==> src/rtl/uart_rx_parity_if.sv <==
// Character-side handshake of uart_rx_parity: holding-register outputs plus consumer ready.
interface uart_rx_parity_if #(
  parameter int DATA_BITS = 6
);
  logic [DATA_BITS-1:0] rx_data_o;
  logic                 rx_valid_o;
  logic                 rx_ready_i;
  logic                 parity_err_o;
  logic                 frame_err_o;
  logic                 overrun_o;
  logic                 busy_o;

  modport master (
    output rx_data_o, rx_valid_o, parity_err_o, frame_err_o, overrun_o, busy_o,
    input  rx_ready_i
  );

  modport slave (
    input  rx_data_o, rx_valid_o, parity_err_o, frame_err_o, overrun_o, busy_o,
    output rx_ready_i
  );
endinterface

==> src/rtl/uart_rx_parity.sv <==
// UART receiver: start, DATA_BITS data (LSB first), even parity, stop; one-entry holding register.
// Optional UART_RX_MAJORITY_EN: 2-of-3 vote around each mid-bit, decided one cycle later.
module uart_rx_parity #(
  parameter int CLKS_PER_BIT = 208,
  parameter int DATA_BITS    = 6
) (
  input  logic clk,
  input  logic rstn,
  input  logic uart_rx,
  uart_rx_parity_if.master bus
);

  localparam int CW = $clog2(CLKS_PER_BIT);
  localparam int IW = $clog2(DATA_BITS + 1);
  localparam logic [CW-1:0] MID  = CW'((CLKS_PER_BIT - 1) / 2);
  localparam logic [CW-1:0] LAST = CW'(CLKS_PER_BIT - 1);
`ifdef UART_RX_MAJORITY_EN
  localparam logic [CW-1:0] START_PT = MID + 1'b1;
`else
  localparam logic [CW-1:0] START_PT = MID;
`endif

  typedef enum logic [2:0] {IDLE, START, DATA, PARITY, STOP} state_t;

  state_t               state_q;
  logic                 rx_meta_q, rxs_q;
  logic [CW-1:0]        cnt_q;
  logic [IW-1:0]        idx_q;
  logic [DATA_BITS-1:0] shift_q;
  logic                 par_q;
  logic [DATA_BITS-1:0] data_q;
  logic                 valid_q, perr_q, ferr_q, ovr_q, busy_q;
  logic                 bit_s, tick, accept;

  always_ff @(posedge clk or negedge rstn) begin
    if (!rstn) begin
      rx_meta_q <= 1'b1;
      rxs_q     <= 1'b1;
    end else begin
      rx_meta_q <= uart_rx;
      rxs_q     <= rx_meta_q;
    end
  end

`ifdef UART_RX_MAJORITY_EN
  // hist_q holds rxs from the two previous cycles, so at the decision
  // cycle (mid+1) it covers mid-1 and mid.
  logic [1:0] hist_q;

  always_ff @(posedge clk or negedge rstn) begin
    if (!rstn) hist_q <= '1;
    else       hist_q <= {hist_q[0], rxs_q};
  end

  assign bit_s = (hist_q[1] & hist_q[0]) | (hist_q[1] & rxs_q) | (hist_q[0] & rxs_q);
`else
  assign bit_s = rxs_q;
`endif

  // START decides at the (voted) mid point; every later bit is exactly one bit time on.
  assign tick   = (state_q == START) ? (cnt_q == START_PT) : (cnt_q == LAST);
  assign accept = valid_q & bus.rx_ready_i;

  always_ff @(posedge clk or negedge rstn) begin
    if (!rstn) begin
      state_q <= IDLE;
      cnt_q   <= '0;
      idx_q   <= '0;
      shift_q <= '0;
      par_q   <= 1'b0;
      data_q  <= '0;
      valid_q <= 1'b0;
      perr_q  <= 1'b0;
      ferr_q  <= 1'b0;
      ovr_q   <= 1'b0;
      busy_q  <= 1'b0;
    end else begin
      if (accept) begin
        valid_q <= 1'b0;
        ovr_q   <= 1'b0;
      end

      case (state_q)
        IDLE: begin
          if (!rxs_q) begin
            state_q <= START;
            cnt_q   <= '0;
            busy_q  <= 1'b1;
          end
        end

        START: begin
          if (tick) begin
            cnt_q <= '0;
            if (bit_s) begin
              state_q <= IDLE;
              busy_q  <= 1'b0;
            end else begin
              state_q <= DATA;
              idx_q   <= '0;
            end
          end else begin
            cnt_q <= cnt_q + 1'b1;
          end
        end

        DATA: begin
          if (tick) begin
            cnt_q   <= '0;
            shift_q <= {bit_s, shift_q[DATA_BITS-1:1]};
            if (idx_q == IW'(DATA_BITS - 1)) state_q <= PARITY;
            else                             idx_q   <= idx_q + 1'b1;
          end else begin
            cnt_q <= cnt_q + 1'b1;
          end
        end

        PARITY: begin
          if (tick) begin
            cnt_q   <= '0;
            par_q   <= bit_s;
            state_q <= STOP;
          end else begin
            cnt_q <= cnt_q + 1'b1;
          end
        end

        STOP: begin
          if (tick) begin
            cnt_q   <= '0;
            state_q <= IDLE;
            busy_q  <= 1'b0;
            // A same-cycle accept frees the register, so the reload wins over overrun.
            if (!valid_q || accept) begin
              data_q  <= shift_q;
              perr_q  <= (^shift_q) ^ par_q;
              ferr_q  <= ~bit_s;
              valid_q <= 1'b1;
            end else begin
              ovr_q <= 1'b1;
            end
          end else begin
            cnt_q <= cnt_q + 1'b1;
          end
        end

        default: begin
          state_q <= IDLE;
          busy_q  <= 1'b0;
        end
      endcase
    end
  end

  assign bus.rx_data_o    = data_q;
  assign bus.rx_valid_o   = valid_q;
  assign bus.parity_err_o = perr_q;
  assign bus.frame_err_o  = ferr_q;
  assign bus.overrun_o    = ovr_q;
  assign bus.busy_o       = busy_q;

endmodule

==> src/flat_wrapper.sv <==
// flat-port wrapper written by rule: the top's interface ports become plain ports
module uart_rx_parity_flat 
#(
  parameter int CLKS_PER_BIT = 208,
  parameter int DATA_BITS    = 6
)
  (clk, rstn, uart_rx, bus_rx_data_o, bus_rx_valid_o, bus_parity_err_o, bus_frame_err_o, bus_overrun_o, bus_busy_o, bus_rx_ready_i);
  uart_rx_parity_if #(.DATA_BITS(DATA_BITS)) bus_i ();
  input  logic clk;
  input  logic rstn;
  input  logic uart_rx;
  output wire logic [$bits(bus_i.rx_data_o)-1:0] bus_rx_data_o;
  output wire logic [$bits(bus_i.rx_valid_o)-1:0] bus_rx_valid_o;
  output wire logic [$bits(bus_i.parity_err_o)-1:0] bus_parity_err_o;
  output wire logic [$bits(bus_i.frame_err_o)-1:0] bus_frame_err_o;
  output wire logic [$bits(bus_i.overrun_o)-1:0] bus_overrun_o;
  output wire logic [$bits(bus_i.busy_o)-1:0] bus_busy_o;
  input wire logic [$bits(bus_i.rx_ready_i)-1:0] bus_rx_ready_i;
  assign bus_rx_data_o = bus_i.rx_data_o;
  assign bus_rx_valid_o = bus_i.rx_valid_o;
  assign bus_parity_err_o = bus_i.parity_err_o;
  assign bus_frame_err_o = bus_i.frame_err_o;
  assign bus_overrun_o = bus_i.overrun_o;
  assign bus_busy_o = bus_i.busy_o;
  assign bus_i.rx_ready_i = bus_rx_ready_i;
  uart_rx_parity #(.CLKS_PER_BIT(CLKS_PER_BIT), .DATA_BITS(DATA_BITS)) u_core (.clk(clk), .rstn(rstn), .uart_rx(uart_rx), .bus(bus_i));
endmodule
==> config.mk <==
export PLATFORM = sky130hd
export DESIGN_NAME = uart_rx_parity_flat
export DESIGN_NICKNAME = d
export VERILOG_FILES = /design/src/rtl/uart_rx_parity_if.sv /design/src/rtl/uart_rx_parity.sv /design/src/flat_wrapper.sv
export SDC_FILE = /design/constraint.sdc
export NUM_CORES = 1
export LEC_CHECK = 0
export BUFFER_PORTS_ARGS = -buffer_cell sky130_fd_sc_hd__buf_2
export CAP_MARGIN = 20
export CORE_MARGIN = 10
export CORE_UTILIZATION = 55
export DETAILED_ROUTE_END_ITERATION = 10
export PLACE_DENSITY = 0.81
export SETUP_SLACK_MARGIN = 0.15
export SYNTH_ARGS = -nofsm -noshare
export SYNTH_HDL_FRONTEND = slang
export SYNTH_SLANG_ARGS = --single-unit
==> constraint.sdc <==
create_clock -name clk -period 2.3 [get_ports clk]
set_input_delay 0.23 -clock clk [delete_from_list [all_inputs] [get_ports clk]]
set_output_delay 0.23 -clock clk [all_outputs]
set_load 0.02 [all_outputs]
# Yosys cells after proc, flatten, opt, wreduce, memory -nomap -nowiden
# Index checks and enable logic that the tools add are counted.
totals:
  register_bits: 34
  output_inout_bits: 11
  word_cells: 80
op_classes:
  add_sub_neg: 2
  n_eq_ne: 16
  n_mux: 30
  bitwise_logic: 4
  reduce_logical: 15
op_table:
  columns: ["op", "count"]
  rows:
  - ["two-way mux 3 bit", 10]
  - ["two-way mux 8 bit", 2]
  - ["one-hot mux 8 bit (2 select lines)", 1]
  - ["one-hot mux 3 bit (5 select lines)", 1]
  - ["two-way mux 1 bit", 13]
  - ["inequality test 2 x 1 -> 1 bit, second input constant", 6]
  - ["AND reduction 5 bit", 2]
  - ["adder 8 x 1 -> 8 bit, second input constant", 1]
  - ["equality test 8 x 7 -> 1 bit, second input constant", 1]
  - ["equality test 8 bit, second input constant", 1]
  - ["equality test 3 x 2 -> 1 bit, second input constant", 2]
  - ["equality test 3 bit, second input constant", 2]
  - ["inequality test 2 bit, second input constant", 3]
  - ["one-hot mux 3 bit (2 select lines)", 1]
  - ["AND reduction 2 bit", 3]
  - ["AND reduction 6 bit", 1]
  - ["parity 6 bit", 1]
  - ["one-hot mux 1 bit (4 select lines)", 1]
  - ["nonzero test 2 bit", 2]
  - ["OR reduction 4 bit", 1]
  - ["adder 3 x 1 -> 3 bit, second input constant", 1]
  - ["equality test 3 x 1 -> 1 bit, second input constant", 1]
  - ["zero test 3 bit", 1]
  - ["AND reduction 3 bit", 1]
  - ["other kinds (7)", 8]

# Longest topological paths before layout
# Gate-level depths: netlist of run 1.
depth:
  depth_word: 5
  ltp_mapped: 6

# Worst setup path before layout of run 1
# Ideal clock, no wire load.
synth_path:
  kind: "flip-flop to flip-flop"
  start: "reg u_core.state_q[1]"
  end: "reg u_core.ferr_q (netlist: u_core.bus.frame_err_o)"
  setup_time_ns: 0.125
  t_arrival_ns: 1.806
  setup_slack_ns: 0.369
  path_stages_with_launch: 6
  path_buffers: 1
  cell_sequence: "dfrtp_1 -> buf_4 -> nor2_1 -> nand2_1 -> nor4b_4 -> mux2_2"
synth_between:
  elab_chain_len: 3
  word_cells_on_any_way: 4
  classes_between: "eq/ne: 2; mux: 1; reduce/logical: 1"
synth_rtl:
  columns: ["item", "line", "text"]
  rows:
  - ["from (decl)", "uart_rx_parity.sv:25", "state_t state_q;"]
  - ["from (signal assigned)", "uart_rx_parity.sv:66", "state_q <= IDLE;"]
  - ["from (signal assigned)", "uart_rx_parity.sv:86", "state_q <= START;"]
  - ["from (signal assigned)", "uart_rx_parity.sv:96", "state_q <= IDLE;"]
  - ["equality test 3 x 1 -> 1 bit", "uart_rx_parity.sv:61", "assign tick = (state_q == START) ? (cnt_q == START_PT) : (cnt_q == LAST);"]
  - ["two-way mux 1 bit", "uart_rx_parity.sv:61", null]
  - ["AND reduction 3 bit (no line) *", null, null]
  - ["to (signal assigned)", "uart_rx_parity.sv:137", "ferr_q <= ~bit_s;"]
  - ["to (decl)", "uart_rx_parity.sv:32", "logic valid_q, perr_q, ferr_q, ovr_q, busy_q;"]
# Mark *: on every way between the ends. The rest lies on a longest branch, timed or not.
# A chain may end at the register's enable or synchronous reset.

# Worst setup path after layout of run 1
layout_path:
  start: "reg u_core.cnt_q[3]"
  end: "reg u_core.data_q[2] (netlist: u_core.bus.rx_data_o[2])"
layout_between:
  elab_chain_len: 3
  word_cells_on_any_way: 4
  classes_between: "eq/ne: 2; mux: 1; reduce/logical: 1"
layout_rtl:
  columns: ["item", "line", "text"]
  rows:
  - ["from (decl)", "uart_rx_parity.sv:27", "logic [CW-1:0] cnt_q;"]
  - ["from (signal assigned)", "uart_rx_parity.sv:103", "cnt_q <= cnt_q + 1'b1;"]
  - ["from (signal assigned)", "uart_rx_parity.sv:114", "cnt_q <= cnt_q + 1'b1;"]
  - ["from (signal assigned)", "uart_rx_parity.sv:124", "cnt_q <= cnt_q + 1'b1;"]
  - ["equality test 8 bit / equality test 8 x 7 -> 1 bit (equally long branches)", "uart_rx_parity.sv:61", null]
  - ["two-way mux 1 bit *", "uart_rx_parity.sv:61", null]
  - ["AND reduction 3 bit (no line) *", null, null]
  - ["to (signal assigned)", "uart_rx_parity.sv:135", "data_q <= shift_q;"]
  - ["to (decl)", "uart_rx_parity.sv:31", "logic [DATA_BITS-1:0] data_q;"]
# Marks and branches as above.

==> results of run 1 <==
power groups by stage:
stage / logic (mW) / registers [mW] / clock network (mW)
global route: 0.0256 / 0.603 / 0.366
CTS: 0.0231 / 0.603 / 0.335
global placement: 0.0199 / 0.614 / 0
floorplan: 0.00504 / 0.614 / 0
finish: 0.0222 / 0.603 / 0.321
detailed placement: 0.0205 / 0.614 / 0
cell usage in the layout, fill, tap and decap left out, types with 4 or more instances in the layout:
master and instances:
buf_2 14, o21ai_0 4, xnor2_1 4, xor2_1 5
clkbuf_4 5, a21oi_1 4, nor3_1 6, buf_4 9
mux2_2 15, nor2_1 10, nand3_1 4, nand2_1 9
dfrtp_1 32
what timing repair did:
| action | in CTS | in global routing |
|---|---|---|
| gates resized for setup | 0 | 2 |
| setup endpoints to repair | 0 | 12 |
| hold endpoints to repair | 33 | 0 |
| hold buffers | 2 | 0 |
logic make-up (layout without fill, tap and decap cells):
kind of cell / count (synthesis) / after routing / synth area share
buffers and inverters: 11 / 36 / 0.02643
AND/OR/NAND/NOR: 56 / 56 / 0.1929
XOR/XNOR: 9 / 9 / 0.04500
flip-flops: 34 / 34 / 0.4871
AO/OA/AOI/OAI: 30 / 30 / 0.1193
adder cells (fa/ha/maj): 3 / 3 / 0.02143
multiplexers: 17 / 17 / 0.1079
state kept, by name (all words and copies together), names as in the netlist:
signal,cells
u_core.cnt_q,8
u_core.bus.rx_data_o,6
u_core.shift_q,6
u_core.idx_q,3
u_core.state_q,3
u_core.bit_s,1
u_core.bus.busy_o,1
u_core.bus.frame_err_o,1
u_core.bus.overrun_o,1
u_core.bus.parity_err_o,1
u_core.bus.rx_valid_o,1
u_core.par_q,1
u_core.rx_meta_q,1
layer usage:
| layer | wire [microns] | up-vias | part of all wire | track usage |
|---|---|---|---|---|
| met5 | 0 | - | 0 | 0 |
| met4 | 40 | 0 | 0.011 | 0.05390 |
| met3 | 184 | 4 | 0.051 | 0.04363 |
| met2 | 1765 | 30 | 0.49 | 0.2211 |
| met1 | 1625 | 644 | 0.45 | 0.1533 |
| li1 | - | 641 | - | - |
worst max-delay path: stages (launching register included):
cell     delay (ns)
dfrtp_1        0.47
nor3b_1        0.28
mux2i_1        0.15
buf_4          0.21
nor4b_4        0.26
buf_4          0.20
mux2_2         0.35
metrics by stage:
step | area [sq um] | utilization | power (mW)
finish | 1987 | 0.6508 | 0.9463
global route | 1987 | 0.6508 | 0.9954
CTS | 1981 | 0.6488 | 0.9609
detailed placement | 1909 | 0.6254 | 0.6350
global placement | 1909 | 0.6254 | 0.6343
floorplan | 1752 | - | 0.6188
path summary, 6_finish.rpt:
| check | start | endpoint | cells past startpoint |
|---|---|---|---|
| setup / recovery | u_core.cnt_q[3] | u_core.bus.rx_data_o[2] | 6 |
| hold / removal | bus_rx_ready_i | u_core.bus.overrun_o | 3 |
| setup reg to reg | u_core.cnt_q[3] | u_core.bus.rx_data_o[2] | 6 |
| hold reg to reg | u_core.rx_meta_q | u_core.bit_s | 0 |
| max in group asynchronous | rstn | u_core.bus.busy_o | 2 |
| min in group asynchronous | rstn | u_core.cnt_q[7] | 2 |
cell type report:
type	instances	area share
repair buffers	25	0.07934
multi-input cells	115	0.4320
well taps	44	0.02771
flip-flops and latches	34	0.4295
inverters	3	0.005667
clock inverters	2	0.005038
clock buffers	6	0.02078
==> impl_results.md, run 1 <==
* Post-detail-place hpwl at 2514 microns
* Fin crit share at 0.8960
* Highest achievable clock rate at 485.3 MHz
* Global placement routability congestion at 0.8213
* Via count at 1319
* Chip Height at 76.44 microns
* Clk sink count at 34
* Max Fanout on Critical Path at 12
* Inst Count DP at 219
* Number of distinct library cell variants in the gate-level netlist after synthesis at 50
* Clock group share of total power at 0.339
* Final setup fails at 0
* Min setup slack post-route at 0.2392 ns
* Register clock-pin slew on the reported worst setup and hold paths at 0.12 ns
* HP Class: input pin to flop
* Synth Flop Type: dfrtp_1
* RSZ-0062 raised after global routing: no
* Die width at 76.44 microns
* Largest net degree at the start of global routing at 35
* Die footprint at 0.005842 sq mm
* Post-synthesis net count at 167
* Number of global-route vias before repair at 1371
* Antenna Diode Count at 0
* Antenna Violating Nets Remaining at 0
* Slew HR at 0.5096
* Number of design-rule violations left by the first detailed-router iteration at 94
* Share of total power in sequential cells at 0.637
* Final critical-path required period at 2.061 ns
* Slew at the pin closest to its max-slew limit at 0.7356 ns
* Cells after Synth at 160
* GR Util All Layers at 0.1329
* Combined area of the multi-input logic cells at 858.3 sq um
* Leakage Power at 0.9187 nW
* Post-route non-filler standard cell count at 229
* Core area at 0.003053 sq mm
* Class of the most critical setup path: flop to flop
* Mean area per synthesized cell at 10.95 sq um
* Filler cells at 241
* Top area cells in the synthesized netlist: dfrtp_1 (46%), mux2_2 (9.6%), dfstp_2 (3.0%), xor2_1 (2.5%), ha_1 (2.1%)
* Switching component of the power at 0.2226 mW
* Worst clock skew at 0.01888 ns
* Number of standard-cell rows in the floorplan at 20
* Clock latency of the later-clocked register in the worst-skew pair at 0.35 ns
* CTS H-Tree Depth at 2
* Proportion of total power due to net switching at 0.2352
* Synth cell count leaders: dfrtp_1 (32), mux2_2 (15), nor2_1 (10)
* Worst IR Drop VDD at 0.0003499 V
* Required time of the critical path at 2.52 ns
* Inserted Clock Buffers at 5
* Wire length per cell at 15.79 microns
* Flop and latch count out of synthesis at 34
* Number of synthesis warnings at 0
* Post-detailed-route DRC marker count at 0
* Wire length of the first global-routing pass at 6444 microns
* Result of the run: finished clean
* Area of the mapped netlist at 0.001752 sq mm
* Max Cap Violations at 0
* First-pass detailed-route iteration total at 5
* Number of setup buffers added after CTS at 0
* Power Density at 476.3 mW/mm^2
* Final Routed Wirelength at 3616 microns
* Seq. cell area at 853.3 sq um
* Internal cell power at 0.7237 mW
* Final Slew Violations at 0
* GR Overflow Total at 0
* Final net count at 191
* CTS tree: done
* Initial standard-cell utilization of the core at 0.5738
* Kind of end point of the critical path: flop
* Slack of the worst reg-to-reg path at 0.24 ns
* Average via count per standard cell at 5.760
* CTS max path bufs at 2
* Port-buffer cells at 14
* Clock root cell: clkbuf_4
* Post-synthesis async set-or-reset flop share at 1.000
* Worst setup SP type: flop
* Number of antenna violations at the first check in global routing at 0
* Combinational fraction of design power at 0.023
* Fraction of final layout cells with drive strength greater than 1 at 0.2973
* Area leader, netlist: dfrtp_1
* Hold_ws at 0.1315 ns
* EDFF count, synth at 0
* Portion of the post-synthesis area used by sequential elements at 0.4871
* Count of final hold-check violations at 0
* Final total negative setup slack at 0 ns
* Most frequently used cell type in the post-synthesis netlist: dfrtp_1
* Synth-to-Final Area Change at 13.43%
* Number of I/O pins at 15
* CP Data Arrival Time at 2.29 ns
* Area share of the largest cell type after synthesis at 0.4571
* Worst Setup Slack post-DPL at 0.2633 ns
Power figures use the tool's default switching activity.
==> run 2: changes to the inputs <==
--- a/config.mk
+++ b/config.mk
@@ -7,10 +7,12 @@
 export LEC_CHECK = 0
 export BUFFER_PORTS_ARGS = -buffer_cell sky130_fd_sc_hd__buf_2
 export CAP_MARGIN = 20
+export CELL_PAD_IN_SITES_DETAIL_PLACEMENT = 2
+export CELL_PAD_IN_SITES_GLOBAL_PLACEMENT = 2
 export CORE_MARGIN = 10
-export CORE_UTILIZATION = 55
+export CORE_UTILIZATION = 42
 export DETAILED_ROUTE_END_ITERATION = 10
-export PLACE_DENSITY = 0.81
+export PLACE_DENSITY = 0.91
 export SETUP_SLACK_MARGIN = 0.15
 export SYNTH_ARGS = -nofsm -noshare
 export SYNTH_HDL_FRONTEND = slang
==> constraint.sdc (replaced) <==
create_clock -name clk -period 2.4 [get_ports clk]
set_input_delay 0.24 -clock clk [delete_from_list [all_inputs] [get_ports clk]]
set_output_delay 0.24 -clock clk [all_outputs]
set_load 0.02 [all_outputs]
==> run 2 against run 1 <==
Effect of this change: sequential power down 4.1%; total power increased by 32%; sequential share of layout area fell by 1.7 points; register-to-register slack improved by 0.04 ns; non-clock buffer count fell by 1; combinational power decreased by 10%; fmax decreased by 2.7%; die area increased by 22%; clock-buffer cell count shrank 1; cell count rose by 2.2%; worst setup slack better by 0.042 ns.
==> impl_results.md, run 2 (synthesis gave the netlist of run 1 again) <==
* Result of the run: finished clean
* Clock latency of the later-clocked register in the worst-skew pair at 0.30 ns
* CTS tree: done
* Number of design-rule violations left by the first detailed-router iteration at 54
* CTS H-Tree Depth at 2
* Initial standard-cell utilization of the core at 0.4348
* Number of antenna violations at the first check in global routing at 0
* Most frequent standard cell in the layout excluding fill and tap cells: dfrtp_1
* Final Slew Violations at 0
* Number of resized instances in the post-cts repair step at 0
* First-pass detailed-route iteration total at 6
* Highest achievable clock rate at 472.0 MHz
* Class of the most critical setup path: flop to flop
* Number of standard-cell rows in the floorplan at 23
* Die footprint at 0.007154 sq mm
* Number of I/O pins at 15
* Wire length of the first global-routing pass at 8832 microns
* CTS max path bufs at 2
* Count of final hold-check violations at 0
* Synth-to-Final Area Change at 18.21%
* Slew HR at 0.4785
* Fin crit share at 0.8829
* Final net count at 190
* Slew at the pin closest to its max-slew limit at 0.7823 ns
* Port-buffer cells at 14
* Max Cap Violations at 0
* Worst IR Drop VDD at 0.0003967 V
* Final critical-path required period at 2.119 ns
* Post-detail-place hpwl at 3646 microns
* Core area at 0.004029 sq mm
* GR Overflow Total at 0
* Die width at 84.58 microns
* Final total negative setup slack at 0 ns
* Clock root cell: clkbuf_8
* Inserted Clock Buffers at 5
* Number of global-route vias before repair at 1647
* Final setup fails at 0
* Global placement routability congestion at 0.7827
* Number of setup buffers added after CTS at 0
* Leakage Power at 0.9578 nW
* Antenna Violating Nets Remaining at 0
* Power consumption at 1.247 mW
* Commonest non-fill, non-tap cells in the layout: dfrtp_1 (32), mux2_2 (15), buf_2 (14)
* Fraction of final layout cells with drive strength greater than 1 at 0.3098
* Worst clock skew at 0.003331 ns
* Required time of the critical path at 2.58 ns
* Filler cells at 404
* Register with the most flip-flops: u_core.cnt_q
* Kind of end point of the critical path: flop
* HP Class: input pin to asynchronous set/reset pin
* Largest register FFs at 8
* Final Routed Wirelength at 5263 microns
* Largest net degree at the start of global routing at 35
* Average via count per standard cell at 5.795
* Wire length per cell at 22.49 microns
* RSZ-0062 raised after global routing: no
* Chip Height at 84.58 microns
* Clk sink count at 34
* Cts-stage hold buffer count at 0
* Max Fanout on Critical Path at 12
* Power Density at 602.1 mW/mm^2
* GR Util All Layers at 0.1545
* Via count at 1356
* Register clock-pin slew on the reported worst setup and hold paths at 0.07 ns
* Antenna Diode Count at 0
* Worst setup SP type: flop
* Post-detailed-route DRC marker count at 0
* CP Data Arrival Time at 2.30 ns
==> run 2: changes by cell type in the layout (fill, tap and decap cells not counted), moves of 2 or more <==
cell           delta
clkbuf_4          -5
clkbuf_8          +5
bufinv_16         +2
clkinv_2          -2
dlygate4sd3_1     -2
==> run 2: worst paths after layout <==
path | slack, ns | to | cells after the start | startpoint
max reg2reg | 0.28 | u_core.bus.frame_err_o | 6 | u_core.cnt_q[0]
min reg2reg | 0.37 | u_core.bit_s | 0 | u_core.rx_meta_q
max | 0.28 | u_core.bus.frame_err_o | 6 | u_core.cnt_q[0]
min in group clk | 0.04 | u_core.rx_meta_q | 1 | uart_rx
min | 0.02 | u_core.state_q[1] | 1 | rstn
max in group asynchronous | 1.89 | u_core.state_q[2] | 1 | rstn
==> run 2: final cells by class <==
class	instances	area, sq um	area share
Multi-Input combinational cell	115	860.8	0.4157
Sequential cell	34	853.3	0.4121
Timing Repair Buffer	24	145.1	0.07009
Clock buffer	5	68.82	0.03323
Clock inverter	3	68.82	0.03323
Tap cell	50	62.56	0.03021
Inverter	3	11.26	0.005438
==> run 2: critical path: stages (launching register included) <==
cell and delay (ns):
dfrtp_1 0.43, ha_1 0.29, nand4b_1 0.20, buf_4 0.24, nor4b_4 0.26, buf_4 0.22
mux2_2 0.36
==> run 2: through the flow <==
step	util	hold WS (ns)	std cells	area, sq um	worst slack [ns]
final	0.5140	0.01525	234	2071	0.2811
after global placement	0.4776	0.3386	226	1924	0.3875
after global routing	0.5140	0.03144	234	2071	0.1573
after floorplan	-	-0.05559	160	1752	0.4693
after detailed placement	0.4776	0.3476	226	1924	0.2113
after CTS	0.5118	0.03403	234	2062	0.1797
==> run 2: where the power goes <==
part           total, mW  switching [mW]  internal [mW]
registers          0.578         0.00266          0.576
clock network      0.649           0.232          0.416
logic             0.0199          0.0156        0.00431
total               1.25           0.251          0.996
==> run 2: per-layer routing <==
layer | up-vias | routed length (microns) | GRT usage
met5 | - | 0 | 0
met4 | 0 | 131 | 0.06287
met3 | 14 | 152 | 0.04638
met2 | 18 | 2922 | 0.2835
met1 | 690 | 2057 | 0.1586
li1 | 634 | - | -
